**config.mk**
```make
export PLATFORM = sky130hd
export DESIGN_NAME = ws2812_chain_tx
export DESIGN_NICKNAME = d
export VERILOG_FILES = /design/src/rtl/ws2812_chain_tx.sv
export SDC_FILE = /design/constraint.sdc
export NUM_CORES = 1
export LEC_CHECK = 0
export BUFFER_PORTS_ARGS = -buffer_cell sky130_fd_sc_hd__buf_2
export CORE_UTILIZATION = 54
export CTS_CLUSTER_DIAMETER = 50
export DETAILED_ROUTE_END_ITERATION = 10
export HOLD_SLACK_MARGIN = 0.15
export PLACE_DENSITY_LB_ADDON = 0.08
export SLEW_MARGIN = 10
export SYNTH_ARGS = -nofsm -noshare
export SYNTH_HDL_FRONTEND = slang
export SYNTH_SLANG_ARGS = --single-unit
export TNS_END_PERCENT = 5
```
**constraint.sdc**
```tcl
create_clock -name clk -period 3.55 [get_ports clk]
set_input_delay 0.1775 -clock clk [delete_from_list [all_inputs] [get_ports clk]]
set_output_delay 0.1775 -clock clk [all_outputs]
set_load 0.01 [all_outputs]
```
**src/rtl/ws2812_chain_tx.sv**
```systemverilog
// ws2812_chain_tx: return-to-zero serial transmitter for WS2812-class LED chains.
// Pulls pixels from a valid/ready stream through a one-pixel prefetch buffer,
// shifts each pixel out MSB-first with exact bit timing, then holds the line
// low for the latch gap before signalling frame_done.
module ws2812_chain_tx #(
    parameter int BPP       = 24,
    parameter int MAX_LEDS  = 256,
    parameter int TBIT_CYC  = 62,
    parameter int T0H_CYC   = 20,
    parameter int T1H_CYC   = 40,
    parameter int RESET_CYC = 4000,
    localparam int CW       = $clog2(MAX_LEDS + 1)
) (
    input  logic           clk,
    input  logic           rst,
    input  logic           start,
    input  logic [CW-1:0]  num_leds,
    input  logic           order,
    input  logic [BPP-1:0] pix_data,
    input  logic           pix_valid,
    output logic           pix_ready,
    output logic           rz_data,
    output logic           busy,
    output logic           frame_done,
    output logic           underrun,
    output logic [CW-1:0]  pix_sent
);

    localparam int CYW = $clog2(TBIT_CYC);
    localparam int BIW = $clog2(BPP);
    localparam int LCW = $clog2(RESET_CYC + 1);

    localparam bit PARAMS_OK = (T0H_CYC < T1H_CYC) && (T1H_CYC < TBIT_CYC) &&
                               ((BPP == 24) || (BPP == 32));

    typedef enum logic [1:0] {
        S_IDLE,
        S_LOAD,
        S_SEND,
        S_LATCH
    } state_t;

    state_t         state_q, state_d;
    logic [CYW-1:0] cyc_q, cyc_d;
    logic [BIW-1:0] bit_idx_q, bit_idx_d;
    logic [BPP-1:0] shift_q, shift_d;
    logic [BPP-1:0] buf_q, buf_d;
    logic           buf_full_q, buf_full_d;
    logic [CW-1:0]  nled_q, nled_d;
    logic [CW-1:0]  sent_q, sent_d;
    logic [LCW-1:0] lat_q, lat_d;
    logic           rz_q, rz_d;
    logic           busy_q, busy_d;
    logic           done_q, done_d;
    logic           ur_q, ur_d;

    logic [BPP-1:0] pix_ord;
    logic           bit_end;
    logic           last_pix;

    // Optional R/G swap of the two top bytes; anything below them passes through.
    always_comb begin
        pix_ord = pix_data;
        if (order) begin
            pix_ord = {pix_data[BPP-9 -: 8], pix_data[BPP-1 -: 8], pix_data[BPP-17:0]};
        end
    end

    // Next-state, buffer and output logic for the frame sequencer.
    always_comb begin
        state_d    = state_q;
        cyc_d      = cyc_q;
        bit_idx_d  = bit_idx_q;
        shift_d    = shift_q;
        buf_d      = buf_q;
        buf_full_d = buf_full_q;
        nled_d     = nled_q;
        sent_d     = sent_q;
        lat_d      = lat_q;
        rz_d       = 1'b0;
        busy_d     = busy_q;
        done_d     = 1'b0;
        ur_d       = 1'b0;

        bit_end  = (cyc_q == CYW'(TBIT_CYC - 1));
        last_pix = ((sent_q + CW'(1)) == nled_q);

        // Prefetch runs in every state; a capture and a drain never coincide
        // because capture needs an empty buffer and drain needs a full one.
        if (pix_valid && !buf_full_q) begin
            buf_d      = pix_ord;
            buf_full_d = 1'b1;
        end

        case (state_q)
            S_IDLE: begin
                if (start) begin
                    nled_d = num_leds;
                    sent_d = '0;
                    busy_d = 1'b1;
                    if (num_leds == '0) begin
                        // No data: the gap is measured straight from start.
                        state_d = S_LATCH;
                        lat_d   = LCW'(RESET_CYC - 1);
                    end else begin
                        state_d = S_LOAD;
                    end
                end
            end

            S_LOAD: begin
                if (buf_full_q) begin
                    shift_d    = buf_q;
                    buf_full_d = 1'b0;
                    bit_idx_d  = BIW'(BPP - 1);
                    cyc_d      = '0;
                    state_d    = S_SEND;
                end
            end

            S_SEND: begin
                rz_d  = shift_q[BPP-1] ? (cyc_q < CYW'(T1H_CYC)) : (cyc_q < CYW'(T0H_CYC));
                cyc_d = cyc_q + CYW'(1);
                if (bit_end) begin
                    cyc_d     = '0;
                    shift_d   = shift_q << 1;
                    bit_idx_d = bit_idx_q - BIW'(1);
                    if (bit_idx_q == '0) begin
                        sent_d = sent_q + CW'(1);
                        // The line lags the state by one register, so a gap
                        // entered from SEND waits one extra cycle to give a
                        // full RESET_CYC of low time after the last bit.
                        if (last_pix) begin
                            state_d = S_LATCH;
                            lat_d   = LCW'(RESET_CYC);
                        end else if (buf_full_q) begin
                            shift_d    = buf_q;
                            buf_full_d = 1'b0;
                            bit_idx_d  = BIW'(BPP - 1);
                        end else begin
                            ur_d    = 1'b1;
                            state_d = S_LATCH;
                            lat_d   = LCW'(RESET_CYC);
                        end
                    end
                end
            end

            S_LATCH: begin
                if (lat_q == '0) begin
                    state_d = S_IDLE;
                    done_d  = 1'b1;
                    busy_d  = 1'b0;
                end else begin
                    lat_d = lat_q - LCW'(1);
                end
            end

            default: state_d = S_IDLE;
        endcase
    end

    // State register; reset drops the line and discards any buffered pixel.
    always_ff @(posedge clk or posedge rst) begin
        if (rst) begin
            state_q    <= S_IDLE;
            cyc_q      <= '0;
            bit_idx_q  <= '0;
            shift_q    <= '0;
            buf_q      <= '0;
            buf_full_q <= 1'b0;
            nled_q     <= '0;
            sent_q     <= '0;
            lat_q      <= '0;
            rz_q       <= 1'b0;
            busy_q     <= 1'b0;
            done_q     <= 1'b0;
            ur_q       <= 1'b0;
        end else begin
            state_q    <= state_d;
            cyc_q      <= cyc_d;
            bit_idx_q  <= bit_idx_d;
            shift_q    <= shift_d;
            buf_q      <= buf_d;
            buf_full_q <= buf_full_d;
            nled_q     <= nled_d;
            sent_q     <= sent_d;
            lat_q      <= lat_d;
            rz_q       <= rz_d;
            busy_q     <= busy_d;
            done_q     <= done_d;
            ur_q       <= ur_d;
        end
    end

    assign pix_ready  = ~buf_full_q;
    assign rz_data    = rz_q;
    assign busy       = busy_q;
    assign frame_done = done_q;
    assign underrun   = ur_q;
    assign pix_sent   = sent_q;

    // Timing parameters must leave a distinguishable 0/1 and a low tail.
    a_params_ok : assert property (@(posedge clk) PARAMS_OK)
        else $error("ws2812_chain_tx: illegal BPP or bit timing parameters");

endmodule

```
---- Yosys cells after proc, flatten, opt, wreduce, memory -nomap -nowiden ----
Index checks and enable logic that the tools add are counted.
word-level totals
  flip-flop bits (word level) ............. 96
  input port bits ......................... 38
  output and inout port bits .............. 14
  word-level logic and storage cells ...... 105
cells by class
  add/sub/neg operators ................... 4
  $lt $le $gt $ge ......................... 2
  equal/unequal tests ..................... 13
  muxes and demuxes ....................... 55
  bitwise logic cells ..................... 1
  reductions and logical operators ........ 17
operator list
  operator                                                              number
  24-bit 2-to-1 mux                                                     6
  12-bit 2-to-1 mux                                                     7
  24-bit one-hot mux with 2 select lines                                1
  12-bit one-hot mux with 3 select lines                                1
  9-bit 2-to-1 mux                                                      3
  5-bit 2-to-1 mux                                                      5
  9-bit one-hot mux with 2 select lines                                 1
  1-bit 2-to-1 mux                                                      16
  2-bit 2-to-1 mux                                                      8
  2-bit != test, second input constant                                  7
  12-bit logical NOT                                                    1
  6-bit 2-to-1 mux                                                      2
  6-bit one-hot mux with 2 select lines                                 1
  12-bit by 1-bit subtractor with 12-bit output, second input constant  1
  5-bit one-hot mux with 2 select lines                                 1
  9-bit by 1-bit adder with 9-bit output, second input constant         1
  9-bit == test                                                         1
  9-bit logical NOT                                                     1
  2-bit one-hot mux with 4 select lines                                 1
  7-bit AND reduction                                                   1
  6-bit by 1-bit adder with 6-bit output, second input constant         1
  6-bit == test, second input constant                                  1
  6-bit by 5-bit < comparator with 1-bit output, second input constant  1
  6-bit < comparator, second input constant                             1
  other kinds (16)                                                      22

---- Longest topological paths before layout ----
Gate-level depths: netlist (run 1).
  depth after elaboration ................. 8
  mapped depth ............................ 10
  depth with buffers taken out ............ 9

---- Worst setup path after synthesis (run 1) ----
OpenSTA, ideal clock, no wires.
  path kind ............................... register to register
  start point ............................. reg sent_q[0] (netlist: pix_sent[0])
  end point ............................... reg shift_q[18]
  setup time .............................. 0.137 ns
  data arrival time ....................... 2.291 ns
  data required time ...................... 3.413 ns
  setup slack ............................. 1.122 ns
  stages on the path, launching flop included .. 11
  path buffers ............................ 2
  clock period less this slack ............ 2.428 ns
  cells stage by stage .................... dfrtp_1 ha_1 and4_1 nor4b_2 a311o_1 o22ai_1 a311o_1 buf_6 buf_12 mux2i_1 a21oi_1
on the way
  cells in the longest elaborated chain, start to end .. 6
RTL lines
  item                                    line  source
  from (decl)                             50    logic [CW-1:0] sent_q, sent_d;
  from (signal assigned)                  187   sent_q <= sent_d;
  9-bit by 1-bit adder with 9-bit output  86    last_pix = ((sent_q + CW'(1)) == nled_q);
  9-bit == test                           86
  24-bit 2-to-1 mux                       133   if (last_pix) begin
  24-bit 2-to-1 mux                       128   if (bit_idx_q == '0) begin
  24-bit 2-to-1 mux                       124   if (bit_end) begin
  24-bit one-hot mux with 2 select lines  95    case (state_q)
  to (signal assigned)                    183   shift_q <= shift_d;
  to (decl)                               46    logic [BPP-1:0] shift_q, shift_d;
Every way passes these cells. The select of a mux whose other input is x is not followed.
A chain may end at the register's enable or synchronous reset.

---- Final worst setup path (run 1) ----
  start point ............................. reg sent_q[0] (netlist: pix_sent[0])
  end point ............................... reg shift_q[19]
The elaborated chain is that of the path after synthesis.

==> results.txt, run 1 <==
----------------------------------------------------
[Global route]
  GRT Residual Overflow ... 0
  Initial antenna violation count ... 0
  First-pass GRT wire length ... between 15000 and 20000 um
  Aggregate global-route resource usage ... 0.228
  Via count of the first global-routing pass ... between 3k and 4k
  Maximum number of pins on one net before global-route repair ... 57

[Synth]
  Post-Synthesis Cells ... just over 500
  Sequential fraction of the synthesis area ... 0.465
  Most area-consuming cells after synthesis ... dfrtp_1 (47%), mux2i_1 (8.1%), a21oi_1 (4.4%)
  Leading cell types by count after synthesis ... dfrtp_1 (96), nor2_1 (55), nand2_1 (50)
  Post-Synthesis Cell Area ... 5160 um2
  Yosys top cell area share ... 0.465
  Leading area contributor after synthesis ... dfrtp_1
  Share of synthesized flip-flops with an asynchronous set or reset ... 1.00
  Synth warn ... 0
  EDFF count, synth ... 0
  Mapped Avg Cell Area ... between 10 and 15 um2
  Leading cell type by number of instances after synthesis ... dfrtp_1
  Count of unique library cells instantiated by Yosys ... 65
  Synthesized flop and latch total ... 96
  Nets in the synthesized netlist ... about 560
  Main flop type after synthesis ... dfrtp_1

[Clock network]
  Total CTS buffers ... 9
  Worst skew pair latency ... around 0.36 ns
  Clock tree from TritonCTS ... done
  Hold buffer count at cts ... 41
  Number of sinks handled by clock tree synthesis ... between 90 and 100
  CTS H-Tree Depth ... 3
  Root buffer cell ... clkbuf_8
  # Post-CTS Setup Buffers ... 0
  CTS clock-pin slew for the worst setup and hold paths ... ~0.10 ns
  Post-cts gate resize count ... 0
  Clock tree buffer depth ... 2

[Timing]
  Post-Route Setup TNS ... 0 ns
  Worst-case setup margin in the final layout ... 0.736 ns
  Pins over their slew limit ... 0
  Min cycle time layout ... 2.81 ns
  Worst Max-Slew Pin Slew ... 0.798 ns
  Final worst-path cycle share ... 0.793
  Highest attainable clock frequency ... ~360 MHz
  Total setup violations reported at the end of the flow ... 0
  Layout Skew ... between 0.009 and 0.01 ns
  Worst relative slew slack ... 0.465
  Setup repair after global routing missed its margin ... false
  Final Hold Violating Endpoints ... 0

[Power]
  Combinational share of power ... 0.071
  Internal power summed over all cells ... approximately 0.0015 W
  Part of the power in the clock network ... 0.345
  IR drop worst, VDD ... between 0.15 and 0.2 mV
  Leakage power figure ... about 3.0 nW
  Part of the total power dissipated in sequential elements ... 0.583
  Share of total power consumed by net switching ... 0.242
  Switching pwr ... approximately 0.00047 W
  PwrDens ... 321 nW/um2

[Die]
  Vert. Die Dim ... ~100 um
  Initial Util ... 0.559
  Area of the core ... 9240 um2
  IO Pins ... 52
  Chip width ... 99.8 um
  Number of rows in the core area ... 35
  Total die area ... 9960 um2

[Worst setup path]
  Class of the most critical setup path ... flip-flop to flip-flop
  Max FO, Critical Path ... 23
  Data required time at the worst endpoint ... between 3 and 4 ns
  Kind of end point of the critical path ... flip-flop
  Arrival time at the worst endpoint ... just over 3 ns
  Critical Path Start Type ... flip-flop

[Place]
  Quantity of I/O buffers inserted on ports ... just over 50
  Final weighted congestion in routability-driven placement ... roughly 0.8
  DP HPWL ... approximately 7200 um
  Placed inst area ... between 5000 and 6000 um2
  Number of cells in the design after placement ... slightly below 700
  Worst setup slack before clock tree synthesis ... ~0.77 ns

[Final layout]
  Number of antenna cells inserted ... 0
  Design Area, Final ... just over 6000 um2
  Total number of nets in the final design ... 646
  Ratio of cells with drive above 1 in the final layout ... 0.178
  Post-route insts no fill ... 731
  Synth-to-Final Area Change ... 17.2%

[Routing]
  Wirelength per Cell ... 14.6 um
  Number of iterations in the first detailed-routing pass ... 4
  Final routed DRC violation total ... 0
  Via density ... around 5.5
  Aggregate routed wire length ... ~11000 um
  Via count of the routed design ... a little over 4k
  Detailed Route Iter0 Violations ... ~170
  Count of antenna-violating nets left after detailed routing ... 0

[Status]
  Status ... finished clean

[Run]
  Max-Cap Viols ... 0

[Hold path]
  Hold WC Path Type ... input pin to flip-flop

----------------------------------------------------
routing by layer:
layer | global-route usage | vias up | wire length, um
li1 | - | 2018 | -
met1 | 0.303 | 1945 | 5010
met2 | 0.384 | 71 | 5290
met3 | 0.0390 | 7 | 290
met4 | 0.0656 | 0 | 103
met5 | 0 | - | 0
layout by cell type, fill, tap and decap left out, drive strengths merged, types with 2 or more instances in the layout:
| cell type | Yosys | routed |
|---|---|---|
| o32ai | 2 | 2 |
| buf | 9 | 58 |
| ha | 11 | 11 |
| or3 | 2 | 2 |
| nor4b | 2 | 2 |
| nor3b | 2 | 2 |
| clkinvlp | 0 | 2 |
| and3 | 2 | 2 |
| o2111ai | 2 | 2 |
| clkinv | 0 | 2 |
| nand3 | 9 | 9 |
| nor3 | 8 | 8 |
| mux2i | 42 | 42 |
| dlygate4sd3 | 0 | 41 |
| nor4 | 6 | 6 |
| clkbuf | 19 | 10 |
| a22o | 5 | 5 |
| nor2 | 56 | 56 |
| a311o | 2 | 2 |
| o21ai | 39 | 39 |
| xor2 | 7 | 7 |
| o211ai | 2 | 2 |
| a21oi | 45 | 45 |
| a31oi | 8 | 8 |
| nand4 | 8 | 8 |
| nand4b | 2 | 2 |
| o31ai | 7 | 7 |
| nor2b | 2 | 2 |
| and4 | 2 | 2 |
| o41ai | 2 | 2 |
| xnor2 | 5 | 5 |
| nand2 | 50 | 50 |
| mux2 | 19 | 19 |
| inv | 17 | 19 |
| dfrtp | 96 | 96 |
| o22a | 4 | 4 |
| nand2b | 2 | 2 |
| o21bai | 2 | 2 |
worst max-delay path, cell delays in order, from the launching register on:
cell	delay (ns)
dfrtp_1	0.50
ha_1	0.33
and4_1	0.31
nand2_1	0.14
a311o_1	0.38
o22ai_1	0.18
a311o_1	0.14
buf_4	0.36
mux2i_1	0.26
a21oi_1	0.09
sequential cells by signal (all words and copies together) (netlist names):
signal	cells
pix_sent	9
shift_q	24
buf_full_q	1
buf_q	24
state_q	2
underrun	1
rz_data	1
busy	1
nled_q	9
bit_idx_q	5
cyc_q	6
lat_q	12
frame_done	1
worst paths after layout:
| kind | end | from | slack [ns] | cells past startpoint |
|---|---|---|---|---|
| worst max register to register | shift_q[19]$_DFFE_PP0P_ | pix_sent[0]$_DFFE_PP0P_ | 0.74 | 9 |
| worst min-delay path | buf_q[9]$_DFFE_PP0P_ | pix_data[9] | 0.16 | 3 |
| min in group asynchronous | buf_q[15]$_DFFE_PP0P_ | rst | 0.48 | 3 |
| worst max-delay path | shift_q[19]$_DFFE_PP0P_ | pix_sent[0]$_DFFE_PP0P_ | 0.74 | 9 |
| max in group asynchronous | shift_q[22]$_DFFE_PP0P_ | rst | 2.31 | 4 |
| worst min register to register | buf_q[11]$_DFFE_PP0P_ | buf_q[11]$_DFFE_PP0P_ | 0.49 | 2 |
cells by family after synthesis:
family / after synthesis / synth area share
compound gates: 131 / 0.157
xor+xnor: 12 / 0.0254
fa+ha+maj: 11 / 0.0267
buf+inv: 45 / 0.0511
flops: 96 / 0.465
mux: 61 / 0.123
simple gates: 159 / 0.152
metrics by stage:
stage / util / hold WS (ns) / total power, W
6_report: 0.655 / 0.162 / 0.00194
5_1_grt: 0.655 / 0.167 / 0.00202
4_1_cts: 0.655 / 0.153 / 0.00196
3_5_place_dp: 0.591 / 0.342 / 0.00126
3_3_place_gp: 0.591 / 0.330 / 0.00125
2_1_floorplan: - / 0.328 / 0.00121
power groups by stage:
| stage | sequential, W | clock, W | combinational (W) |
|---|---|---|---|
| 2_1_floorplan | 0.00115 | 0 | 0.0000621 |
| 3_3_place_gp | 0.00115 | 0 | 0.0000980 |
| 3_5_place_dp | 0.00115 | 0 | 0.000102 |
| 4_1_cts | 0.00113 | 0.000688 | 0.000139 |
| 5_1_grt | 0.00114 | 0.000730 | 0.000158 |
| 6_report | 0.00113 | 0.000670 | 0.000139 |
layout make-up:
| class | instances | area, um2 |
|---|---|---|
| clock buffers | 10 | 138 |
| clock inverters | 6 | 42.5 |
| fillers | 767 | 3190 |
| inverters | 17 | 66.3 |
| multi-input cells | 374 | 2510 |
| flip-flops and latches | 96 | 2400 |
| well taps | 129 | 161 |
| repair buffers | 99 | 731 |
Note: power is estimated with default switching activity, not from simulation.
==> inputs of run 2 (changes only) <==
Clock period 3.55 ns to 2.4 ns, I/O delays scaled along.
==> run 2 against run 1 <==
Setup slack worse by 0.72 ns. Die area stayed put. Highest routed layer unchanged. Clock skew is 0.0012 ns higher. Clock-buffer cell count stayed put. Sequential cell count stayed put. Via count is 4.7% higher. Design area is 6.4% higher.
==> results.txt, run 2 (synthesis gave the netlist of run 1 again) <==
----------------------------------------------------
[Global route]
  Aggregate global-route resource usage ... 0.250 (+0.0221)
  First-pass GRT wire length ... 19700 um (+10%)
  Initial antenna violation count ... 0 (unchanged)
  GRT Residual Overflow ... 0 (unchanged)
  Maximum number of pins on one net before global-route repair ... 44 (-23%)
  Via count of the first global-routing pass ... 4093 (+7.5%)

[Worst setup path]
  Critical Path Start Type ... flip-flop
  Arrival time at the worst endpoint ... 2.60 ns (-0.45 ns)
  FF-to-FF setup slack ... 0.02 ns (-0.72 ns)
  Worst-path cell chain ... buf_6, and3_4, nand4_1, o311ai_4, o22ai_1, a311o_2, buf_12, mux2i_1, a21oi_1
  Max FO, Critical Path ... 12 (-48%)
  Cell family contributing the most delay on the critical path ... compound AO/OA/AOI/OAI gates
  Cell type of the slowest stage on the worst timing path ... dfrtp_1
  Combined buffer and inverter count along the critical path ... 2 (+1)
  Kind of end point of the critical path ... flip-flop
  Data required time at the worst endpoint ... 2.62 ns (-1.17 ns)
  Class of the most critical setup path ... flip-flop to flip-flop
  Largest stage delay, worst path ... 0.43 ns (-0.07 ns)

[Hold path]
  Hold WC Path Type ... input pin to flip-flop

[Power]
  Internal power summed over all cells ... 0.00247 W (+68%)
  Sum of internal, switching and leakage power ... 0.00317 W (+63%)
  Leakage power figure ... 3.14 nW (+5.4%)
  Part of the power in the clock network ... 0.403 (+0.058)
  Switching pwr ... 0.000696 W (+48%)
  Part of the total power dissipated in sequential elements ... 0.529 (-0.054)
  Combinational share of power ... 0.068 (-0.003)
  PwrDens ... 492 nW/um2 (+53%)
  IR drop worst, VDD ... 0.324 mV (+67%)
  Share of total power consumed by net switching ... 0.220 (-0.0228)

[Die]
  Initial Util ... 0.559 (unchanged)
  IO Pins ... 52 (unchanged)
  Total die area ... 9960 um2 (unchanged)
  Chip width ... 99.8 um (unchanged)
  Vert. Die Dim ... 99.8 um (unchanged)
  Number of rows in the core area ... 35 (unchanged)
  Area of the core ... 9240 um2 (unchanged)

[Routing]
  Via density ... 5.60 (+1.2%)
  Count of antenna-violating nets left after detailed routing ... 0 (unchanged)
  Detailed Route Iter0 Violations ... 157 (-4.8%)
  Final routed DRC violation total ... 0 (unchanged)
  Aggregate routed wire length ... 12000 um (+12%)
  Number of iterations in the first detailed-routing pass ... 4 (unchanged)
  Wirelength per Cell ... 15.8 um (+8.1%)
  Via count of the routed design ... 4231 (+4.7%)

[Clock network]
  Clock tree from TritonCTS ... done
  CTS clock-pin slew for the worst setup and hold paths ... 0.09 ns (about the same)
  Worst skew pair latency ... 0.36 ns (about the same)
  Number of sinks handled by clock tree synthesis ... 96 (unchanged)
  Root buffer cell ... clkbuf_8
  Clock tree buffer depth ... 2 (unchanged)
  Total CTS buffers ... 9 (unchanged)
  CTS H-Tree Depth ... 3 (unchanged)

[Timing]
  Min cycle time layout ... 2.38 ns (-0.435 ns)
  Pins over their slew limit ... 0 (unchanged)
  Final worst-path cycle share ... 0.991 (+0.199)
  Final Hold Violating Endpoints ... 0 (unchanged)
  Total setup violations reported at the end of the flow ... 0 (unchanged)
  Worst hold slack after final layout ... 0.137 ns (-0.0245 ns)
  Highest attainable clock frequency ... 420 MHz (+18%)
  Layout Skew ... 0.0109 ns (+0.00119 ns)
  Worst relative slew slack ... 0.492 (+0.0273)
  Setup repair after global routing missed its margin ... true
  Worst Max-Slew Pin Slew ... 0.757 ns (-0.0407 ns)

[Place]
  Quantity of I/O buffers inserted on ports ... 51 (unchanged)
  DP HPWL ... 7630 um (+5.5%)
  Final weighted congestion in routability-driven placement ... 0.839 (+3.7%)

[Final layout]
  Biggest registers after layout ... buf_q x24, shift_q x24, lat_q x12
  Synth-to-Final Area Change ... 24.7%
  Number of inserted filler cells in the final layout ... 676 (-12%)
  Most frequent standard cell in the layout excluding fill and tap cells ... dfrtp_1
  Number of antenna cells inserted ... 0 (unchanged)
  Total number of nets in the final design ... 671 (+3.9%)
  Most frequent cells in the layout ... dfrtp_1 (93), nor2_1 (55), buf_2 (51)
  Ratio of cells with drive above 1 in the final layout ... 0.228 (+0.0503)

[Status]
  Status ... finished clean

[Run]
  Max-Cap Viols ... 0 (unchanged)

----------------------------------------------------
==> run 2: through the flow <==
stage / area (um2) / setup WS [ns] / utilization / TNS [ns] / instances
2_1_floorplan: 5170 / -0.0284 / - / -0.595 / 515
3_3_place_gp: 5640 / 0.0424 / 0.610 / 0 / 693
3_5_place_dp: 5640 / -0.0327 / 0.610 / -0.0416 / 693
4_1_cts: 6370 / 0.0103 / 0.689 / 0 / 754
5_1_grt: 6440 / -0.0865 / 0.697 / -0.488 / 756
6_report: 6440 / 0.0210 / 0.697 / 0 / 756
==> run 2: tightest hold or removal path: stages <==
cell and delay [ns]:
buf_2 0.09, mux2i_1 0.08, o21ai_0 0.16
==> run 2: final timing paths <==
check,start,end,cells past startpoint
setup / recovery,pix_sent[0]$_DFFE_PP0P_,shift_q[4]$_DFFE_PP0P_,9
hold / removal,pix_data[8],buf_q[8]$_DFFE_PP0P_,3
setup reg to reg,pix_sent[0]$_DFFE_PP0P_,shift_q[4]$_DFFE_PP0P_,9
hold reg to reg,buf_q[17]$_DFFE_PP0P_,buf_q[17]$_DFFE_PP0P_,2
max in group asynchronous,rst,buf_q[18]$_DFFE_PP0P_,4
min in group asynchronous,rst,nled_q[0]$_DFFE_PP0P_,3
==> run 2: layer usage <==
| layer | vias up | global-route usage | part of all wire |
|---|---|---|---|
| met5 | - | 0 | 0 |
| met4 | 0 | 0.0735 | 0.014 |
| met3 | 12 | 0.0383 | 0.039 |
| met2 | 98 | 0.422 | 0.49 |
| met1 | 2052 | 0.334 | 0.46 |
| li1 | 2069 | - | - |
==> run 2: timing repair <==
| action | CTS | global route |
|---|---|---|
| hold endpoints to repair | 121 | 0 |
| endpoints found under the setup margin | 10 | 39 |
| pin swaps | 1 | 15 |
| hold buffers | 43 | 0 |
| gates cloned | 1 | 1 |
| resized for setup | 4 | 17 |
| buffers inserted | 1 | 2 |
==> run 2: area by class of cell <==
| class | count | area, um2 | share of cell area |
|---|---|---|---|
| clock buffers | 10 | 128 | 0.0198 |
| clock inverters | 6 | 116 | 0.0181 |
| repair buffers | 123 | 973 | 0.151 |
| well taps | 129 | 161 | 0.0251 |
| multi-input cells | 375 | 2580 | 0.402 |
| flip-flops and latches | 96 | 2410 | 0.374 |
| inverters | 17 | 67.6 | 0.0105 |
==> run 2: power groups by stage <==
stage	Clock, W	Combinational [W]	Sequential [W]
2_1_floorplan	0	0.0000923	0.00170
6_report	0.00128	0.000215	0.00168
3_5_place_dp	0	0.000157	0.00171
3_3_place_gp	0	0.000149	0.00171
4_1_cts	0.00131	0.000214	0.00168
5_1_grt	0.00138	0.000240	0.00168
